==> src/rtl/hera_pkg.sv <==
// +----------------------------------------------------------------------------+
// | hera_pkg : shared HERA types and constants (FSM encoding, ISA widths)      |
// | Revision : 1.0                                                             |
// +----------------------------------------------------------------------------+
`default_nettype none

package hera_pkg;

  typedef enum logic [1:0] {
    LOAD = 2'd0,
    HOLD = 2'd1,
    RUN  = 2'd2
  } hera_state_t;

  localparam logic [15:0] HERA_HALT    = 16'h0000;
  localparam int          HERA_IMEM_AW = 10;
  localparam int          HERA_IW      = 16;

endpackage

`default_nettype wire

==> src/rtl/edge_rise.sv <==
// +----------------------------------------------------------------------------+
// | edge_rise : registered rising-edge detector with programmable reset value  |
// | Revision  : 1.0                                                            |
// +----------------------------------------------------------------------------+
`default_nettype none

module edge_rise #(
  parameter logic RST_VAL = 1'b0
) (
  input  logic clk,
  input  logic rst_n,
  input  logic d,
  output logic rise
);

  logic r_prev;

  always_ff @(posedge clk or negedge rst_n) begin
    if (!rst_n) r_prev <= RST_VAL;
    else        r_prev <= d;
  end

  assign rise = d & ~r_prev;

endmodule

`default_nettype wire

==> src/rtl/hera_imem_arbiter.sv <==
// +----------------------------------------------------------------------------+
// | hera_imem_arbiter : shares the instruction RAM between loader and fetch,   |
// |                     holding the CPU in reset while a program loads         |
// | Revision          : 1.0                                                    |
// +----------------------------------------------------------------------------+
`default_nettype none

module hera_imem_arbiter
  import hera_pkg::*;
#(
  parameter int                ADDR_W   = HERA_IMEM_AW,
  parameter int                DATA_W   = HERA_IW,
  parameter logic [DATA_W-1:0] END_WORD = DATA_W'(HERA_HALT),
  parameter int                RST_HOLD = 4
) (
  input  logic              clk_48,
  input  logic              rst_,
  input  logic              ld_wren,
  input  logic [ADDR_W-1:0] ld_addr,
  input  logic [DATA_W-1:0] ld_data,
  input  logic              reload,
  input  logic              cpu_req,
  input  logic [ADDR_W-1:0] cpu_addr,
  output logic [DATA_W-1:0] cpu_rdata,
  output logic              cpu_ack,
  output logic              cpu_rst_,
  output logic [ADDR_W-1:0] ram_addr,
  output logic [DATA_W-1:0] ram_wdata,
  output logic              ram_wren,
  input  logic [DATA_W-1:0] ram_rdata,
  output logic [ADDR_W:0]   words,
  output logic              ovf,
  output logic [1:0]        state
);

  localparam logic [ADDR_W:0] c_full      = {1'b1, {ADDR_W{1'b0}}};
  localparam logic [3:0]      c_hold_last = 4'(RST_HOLD - 1);

  hera_state_t       r_state, w_state_nxt;
  logic              r_cpu_rst_;
  logic              r_ram_wren, w_ram_wren;
  logic [ADDR_W-1:0] r_ram_addr, w_ram_addr;
  logic [DATA_W-1:0] r_ram_wdata, w_ram_wdata;
  logic [ADDR_W:0]   r_words, w_words, w_words_inc;
  logic              r_ovf, w_ovf;
  logic [3:0]        r_hold_cnt, w_hold_cnt;
  logic              r_rd_p1, w_rd_p1, r_rd_p2;
  logic              r_cpu_ack;
  logic [DATA_W-1:0] r_cpu_rdata;
  logic              w_ld_rise;

  // Previous sample resets high so a strobe already asserted at reset release is not an edge.
  edge_rise #(.RST_VAL(1'b1)) u_ld_edge (
    .clk   (clk_48),
    .rst_n (rst_),
    .d     (ld_wren),
    .rise  (w_ld_rise)
  );

  always_ff @(posedge clk_48 or negedge rst_) begin
    if (!rst_) begin
      r_state     <= LOAD;
      r_cpu_rst_  <= 1'b0;
      r_ram_wren  <= 1'b0;
      r_ram_addr  <= '0;
      r_ram_wdata <= '0;
      r_words     <= '0;
      r_ovf       <= 1'b0;
      r_hold_cnt  <= '0;
      r_rd_p1     <= 1'b0;
      r_rd_p2     <= 1'b0;
      r_cpu_ack   <= 1'b0;
      r_cpu_rdata <= '0;
    end else begin
      r_state     <= w_state_nxt;
      r_cpu_rst_  <= (w_state_nxt == RUN);
      r_ram_wren  <= w_ram_wren;
      r_ram_addr  <= w_ram_addr;
      r_ram_wdata <= w_ram_wdata;
      r_words     <= w_words;
      r_ovf       <= w_ovf;
      r_hold_cnt  <= w_hold_cnt;
      r_rd_p1     <= w_rd_p1;
      r_rd_p2     <= r_rd_p1;
      r_cpu_ack   <= r_rd_p2;
      if (r_rd_p2) r_cpu_rdata <= ram_rdata;
    end
  end

  always_comb begin
    w_state_nxt = r_state;
    w_ram_wren  = 1'b0;
    w_ram_addr  = r_ram_addr;
    w_ram_wdata = r_ram_wdata;
    w_words     = r_words;
    w_ovf       = r_ovf;
    w_hold_cnt  = r_hold_cnt;
    w_rd_p1     = 1'b0;
    w_words_inc = (r_words == c_full) ? r_words : r_words + 1'b1;

    case (r_state)
      LOAD: begin
        if (w_ld_rise) begin
          w_ram_wren  = 1'b1;
          w_ram_addr  = ld_addr;
          w_ram_wdata = ld_data;
          w_words     = w_words_inc;
          // Terminator takes priority over the overflow flag.
          if (ld_data == END_WORD) begin
            w_state_nxt = HOLD;
            w_hold_cnt  = '0;
          end else if (w_words_inc == c_full) begin
            w_ovf       = 1'b1;
            w_state_nxt = HOLD;
            w_hold_cnt  = '0;
          end
        end
      end
      HOLD: begin
        if (r_hold_cnt == c_hold_last) begin
          w_state_nxt = RUN;
          w_hold_cnt  = '0;
        end else begin
          w_hold_cnt = r_hold_cnt + 4'd1;
        end
      end
      RUN: begin
        // Reads already in the pipeline complete; a request alongside reload is dropped.
        if (reload) begin
          w_state_nxt = LOAD;
          w_words     = '0;
          w_ovf       = 1'b0;
        end else if (cpu_req) begin
          w_ram_addr = cpu_addr;
          w_rd_p1    = 1'b1;
        end
      end
      default: w_state_nxt = LOAD;
    endcase
  end

  assign cpu_rdata = r_cpu_rdata;
  assign cpu_ack   = r_cpu_ack;
  assign cpu_rst_  = r_cpu_rst_;
  assign ram_addr  = r_ram_addr;
  assign ram_wdata = r_ram_wdata;
  assign ram_wren  = r_ram_wren;
  assign words     = r_words;
  assign ovf       = r_ovf;
  assign state     = r_state;

endmodule

`default_nettype wire

==> config.mk <==
export PLATFORM = sky130hd
export DESIGN_NAME = hera_imem_arbiter
export DESIGN_NICKNAME = d
export VERILOG_FILES = /design/src/rtl/hera_pkg.sv /design/src/rtl/edge_rise.sv /design/src/rtl/hera_imem_arbiter.sv
export SDC_FILE = /design/constraint.sdc
export NUM_CORES = 1
export LEC_CHECK = 0
export ABC_CLOCK_PERIOD_IN_PS = 2700
export CAP_MARGIN = 20
export CORE_AREA = 2 2 88 90
export DETAILED_ROUTE_END_ITERATION = 16
export DIE_AREA = 0 0 90 92
export HOLD_SLACK_MARGIN = 0.08
export PLACE_DENSITY_LB_ADDON = 0.15
export SKIP_LAST_GASP = 1
export SYNTH_ARGS = -nofsm -noshare
export SYNTH_HDL_FRONTEND = slang
export SYNTH_HIERARCHICAL = 1
export SYNTH_SLANG_ARGS = --single-unit
==> constraint.sdc <==
create_clock -name clk_48 -period 2.7 [get_ports clk_48]
set_clock_uncertainty 0.05 [all_clocks]
set_input_delay 0.405 -clock clk_48 [delete_from_list [all_inputs] [get_ports clk_48]]
set_output_delay 0.405 -clock clk_48 [all_outputs]
set_load 0.005 [all_outputs]
# == Word level (Yosys, flattened, before mapping) ==
# Cells that the tools add are included.
# totals
reg_bits,66
inputBits,57
output_inout_bits,59
word_cells,68
# op_classes
add_sub_neg,2
n_eq_ne,13
n_mux,29
bitwise,2
reduce_logical,9
# ops
operator,count
11-bit 2-to-1 mux,3
10-bit 2-to-1 mux,3
11-bit equality test (second input constant),2
11-bit case mux with 2 select lines,1
10-bit case mux with 2 select lines,1
16-bit zero test,1
4-bit 2-to-1 mux,4
11-bit by 1-bit adder with 11-bit output (second input constant),1
2-bit 2-to-1 mux,5
2-bit inequality test (second input constant),5
1-bit 2-to-1 mux,9
4-bit case mux with 2 select lines,1
2-bit case mux with 3 select lines,1
3-bit AND reduction,2
5-bit AND reduction,1
4-bit by 1-bit adder with 4-bit output (second input constant),1
2-bit equality test (second input constant),2
4-bit by 2-bit equality test with 1-bit output (second input constant),1
4-bit AND reduction,1
2-bit nonzero test,2
3-bit inequality test (second input constant),1
2-bit by 1-bit equality test with 1-bit output (second input constant),1
2-bit zero test,1
2-bit by 1-bit inequality test with 1-bit output (second input constant),1
4 further kinds,4

# == Depth between registers and ports, before layout ==
# depth
word_depth,8
mapped_depth,8
depth_no_buf,8

# == Hierarchy ==
# The synthesis kept the hierarchy.
# by_module_without_submodules
module,instances,cells_each,area_per_inst_um2,seq_area_each_um2
hera_imem_arbiter,1,302,3065.4,1626.6
edge_rise,1,2,40.0,26.3

# == Worst setup path before layout ==
# No wires, ideal clock.
# synth_path
path_type,register to register
start,reg r_words[0] (netlist: words[0])
end,reg r_hold_cnt[1]
setup_time_ns,0.127
arrival_time_ns,1.923
required_ns,2.523
slack_ns,0.601
path_stages_with_launch,9
n_path_buf,1
synth_period_minus_slack_ns,2.099
path_cell_list,dfrtp_1 -> ha_1 -> buf_2 -> xor2_1 -> o21ai_0 -> o221ai_2 -> o41ai_4 -> and2_1 -> o21ai_1
# synth_via
elab_chain_len,5
elab_cells_between_ends,6
cone_classes,1 x add/sub; 3 x eq/ne; 1 x mux; 1 x reduce/logical
# synth_lines
item,line_no,text
"start, declared",hera_imem_arbiter.sv:44,"logic [ADDR_W:0] r_words, w_words, w_words_inc;"
"start signal, assigned",hera_imem_arbiter.sv:80,r_words <= w_words;
11-bit by 1-bit adder with 11-bit output or 11-bit equality test (tied branches),hera_imem_arbiter.sv:99,w_words_inc = (r_words == c_full) ? r_words : r_words + 1'b1;
11-bit 2-to-1 mux (*),hera_imem_arbiter.sv:99,
11-bit equality test (*),hera_imem_arbiter.sv:112,end else if (w_words_inc == c_full) begin
3-bit inequality test (no source line) (*),--,
3-bit AND reduction (no source line) (*),--,
"end signal, assigned",hera_imem_arbiter.sv:82,r_hold_cnt <= w_hold_cnt;
"end, declared",hera_imem_arbiter.sv:46,"logic [3:0] r_hold_cnt, w_hold_cnt;"
# Every way passes the cells marked *; elsewhere a longest branch is shown, timed or not.
# A chain may end at the register's enable or synchronous reset.

# == Worst setup path in the final report ==
# layout_path
start,reg r_words[0] (netlist: words[0])
end,reg r_hold_cnt[0]
# The elaborated chain is that of the path after synthesis.

==> results.sh <==
export IMPL_yosysSeqAreaShare=0.532
export IMPL_first_pass_iters=4
export IMPL_cp_cell_sequence="ha_1 > nand3_1 > nor4_2 > a211oi_2 > o41ai_4 > and2_1 > o21ai_1"
export IMPL_cp_required_ns=2.87
export IMPL_p_total_uw=2630
export IMPL_drt_total_wl_microns=7550
export IMPL_synth_edff_count=0
export IMPL_worst_pin_slew_ns=0.987
export IMPL_setup_viol=0
export IMPL_leakage_uw=0.00198
export IMPL_irDropWorstVdd_v=0.000363
export IMPL_placed_cells=508
export IMPL_synth_largest_area_cell="dfrtp_1"
export IMPL_grt_max_degree=36
export IMPL_synth_top_area_share=0.524
export IMPL_startpoint_type="register"
export IMPL_antenna_left=0
export IMPL_cts_tree="yes"
export IMPL_synth_ff_latch_count=66
export IMPL_syn2layout_area_growth_pct=46.9
export IMPL_drt_initial_drc_count=126
export IMPL_grt_use_total=0.189
export IMPL_cts_setup_buffers=0
export IMPL_grt_pass1_vias=2501
export IMPL_crit_type="register to register"
export IMPL_final_layout_size_suffix_gt1_frac=0.111
export IMPL_clock_root_buffer="clkbuf_8"
export IMPL_netlist_area_sq_um=3110
export IMPL_numPortBuffers=115
export IMPL_antenna_found_initial=0
export IMPL_dr_total_vias=2616
export IMPL_power_density_nw_per_um2=576
export IMPL_htree_num_levels=3
export IMPL_critPathBufInv=0
export IMPL_fp_dieArea_sq_um=8280
export IMPL_cts_resized_gates=0
export IMPL_cp_end_kind="register"
export IMPL_gp_congestion=0.852
export IMPL_path_clk_slew_ns=0.07
export IMPL_clock_latency_ns=0.33
export IMPL_use_met1=0.254
export IMPL_num_antenna_cells=0
export IMPL_ff2ff_setup_slack_ns=0.26
export IMPL_place_area_sq_um=4340
export IMPL_dp_hpwl_microns=5340
export IMPL_hold_buffers=0
export IMPL_crit_fanout=11
export IMPL_pin_count=116
export IMPL_slowest_delay_ns=0.51
export IMPL_setup_tns_ns=0
export IMPL_synth_ff_type="dfrtp_1"
export IMPL_ys_async_sr_fraction=1.00
export IMPL_grt_busiest_layer="met2"
export IMPL_fillCellCount=653
export IMPL_slew_viol_final=0
export IMPL_crit_family="simple AND/OR/NAND/NOR gates"
export IMPL_wl_per_cell_microns=14.4
export IMPL_synth_top_cells_by_count="nand2_1, dfrtp_1, o21ai_0"
export IMPL_status="finished clean"
export IMPL_yosysMostFrequentCell="nand2_1"
export IMPL_fin_nets=477
export IMPL_met3_usage=0.0362
export IMPL_grt_pass1_wl_microns=12500
export IMPL_fin_crit_ns=2.44
export IMPL_fp_dieW_microns=90
export IMPL_synth_distinct_cells=50
export IMPL_hp_class="input port to async pin"
export IMPL_final_area_sq_um=4560
export IMPL_grt_overflow_total=0
export IMPL_fp_coreArea_sq_um=7450
export IMPL_die_h_microns=92
export IMPL_rsz0062_at_grt="false"
export IMPL_min_period_over_period=0.902
export IMPL_globalRouteMet2Util=0.299
export IMPL_cts_max_path_buffers=2
export IMPL_netlist_instances=304
export IMPL_arrival_ns=2.60
export IMPL_yosys_top_cells_area="dfrtp_1, nand2_1, mux2_2"
export IMPL_cp_slowest_cell="dfrtp_1"
export IMPL_drv_cap=0
export IMPL_synth_avg_cell_area_sq_um=10.2
export IMPL_yosysWarnings=6
export IMPL_num_rows=32
export IMPL_via_per_inst=4.99
export IMPL_start_util=0.417
export IMPL_regArea_sq_um=1650
export IMPL_cts_made_buffers=9
export IMPL_multi_input_area_sq_um=1340
export IMPL_final_util=0.613
export IMPL_fmax_mhz=411
export IMPL_cts_sinks=66
export IMPL_final_hold_violation_count=0
export IMPL_drc=0
export IMPL_slew_headroom=0.339
export IMPL_synth_nets=364
export IMPL_final_cell_count_no_fill=524
per-stage QoR:
stage / hold slack (ns) / worst slack (ns)
3_5_place_dp: 0.300 / 0.313
4_1_cts: 0.0965 / 0.315
3_3_place_gp: 0.288 / 0.381
6_report: 0.0842 / 0.265
5_1_grt: 0.137 / 0.0609
2_1_floorplan: 0.0594 / 0.601
layer usage:
layer | up-vias | share of wire
li1 | 1292 | -
met1 | 1241 | 0.44
met2 | 70 | 0.50
met3 | 13 | 0.041
met4 | 0 | 0.017
met5 | - | 0
logic make-up after synthesis:
logic type / share of synthesized area
mux: 0.0903
simple gates: 0.196
fa+ha+maj: 0.0121
compound gates: 0.123
xor+xnor: 0.0113
buf+inv: 0.0351
flops: 0.532
sequential cells by signal (all words and copies together), names as in the netlist:
register and cells:
cpu_ack 1, cpu_rdata 16, cpu_rst_ 1, ovf 1
r_hold_cnt 4, r_rd_p1 1, r_rd_p2 1, ram_addr 10
ram_wdata 16, ram_wren 1, state 2, u_ld_edge/r_prev 1
words 11
cell usage in the layout (no fill, tap or decap), types with 2 or more instances in the layout:
cell type and n:
clkbuf_8 10, bufinv_16 2, nor2_1 11, nor2b_1 3
clkdlybuf4s50_1 114, a21oi_1 10, inv_1 6, nand2_1 68
and3_1 4, nand2b_1 5, buf_4 3, o21ai_1 2
nor4_1 5, ha_1 3, and4_1 2, xnor2_1 2
mux2_2 16, o21ai_0 32, nand3b_1 2, a211oi_1 2
clkinvlp_4 2, mux2i_1 10, nand3_1 6, a31oi_1 3
nand4_1 3, xor2_1 2, dfrtp_1 65, o21a_1 2
nor3b_1 2
worst paths after layout:
kind	from	endpoint	depth (start not counted)
worst max-delay path	words[0]$_DFFE_PN0P_	r_hold_cnt[0]$_DFFE_PN0P_	7
worst min-delay path	rst_	ram_wdata[7]$_DFFE_PN0P_	1
worst max register to register	words[0]$_DFFE_PN0P_	r_hold_cnt[0]$_DFFE_PN0P_	7
worst min register to register	r_rd_p1$_DFF_PN0_	r_rd_p2$_DFF_PN0_	0
max in group asynchronous	rst_	words[7]$_DFFE_PN0P_	2
min in group clk_48	r_rd_p1$_DFF_PN0_	r_rd_p2$_DFF_PN0_	0
report_power, final:
part	leakage (uW)	internal, uW	total (uW)	switching, uW
combinational	0.00103	306	530	224
clock	0.000109	547	940	394
sequential	0.000841	1070	1160	89.5
cell type report:
class,count,area share
sequential,66,0.362
clock buffer,10,0.0302
tap,102,0.0280
multi-input combinational,215,0.295
clock inverter,6,0.0195
inverter,6,0.00494
timing repair buffer,119,0.261
worst reg2reg max path, cell delays in order (launching register included):
cell and delay, ns:
dfrtp_1 0.51, ha_1 0.45, nand3_1 0.20, nor4_2 0.31
a211oi_2 0.11, o41ai_4 0.41, and2_1 0.21, o21ai_1 0.08
No activity file was read; power rests on OpenSTA's default activity.
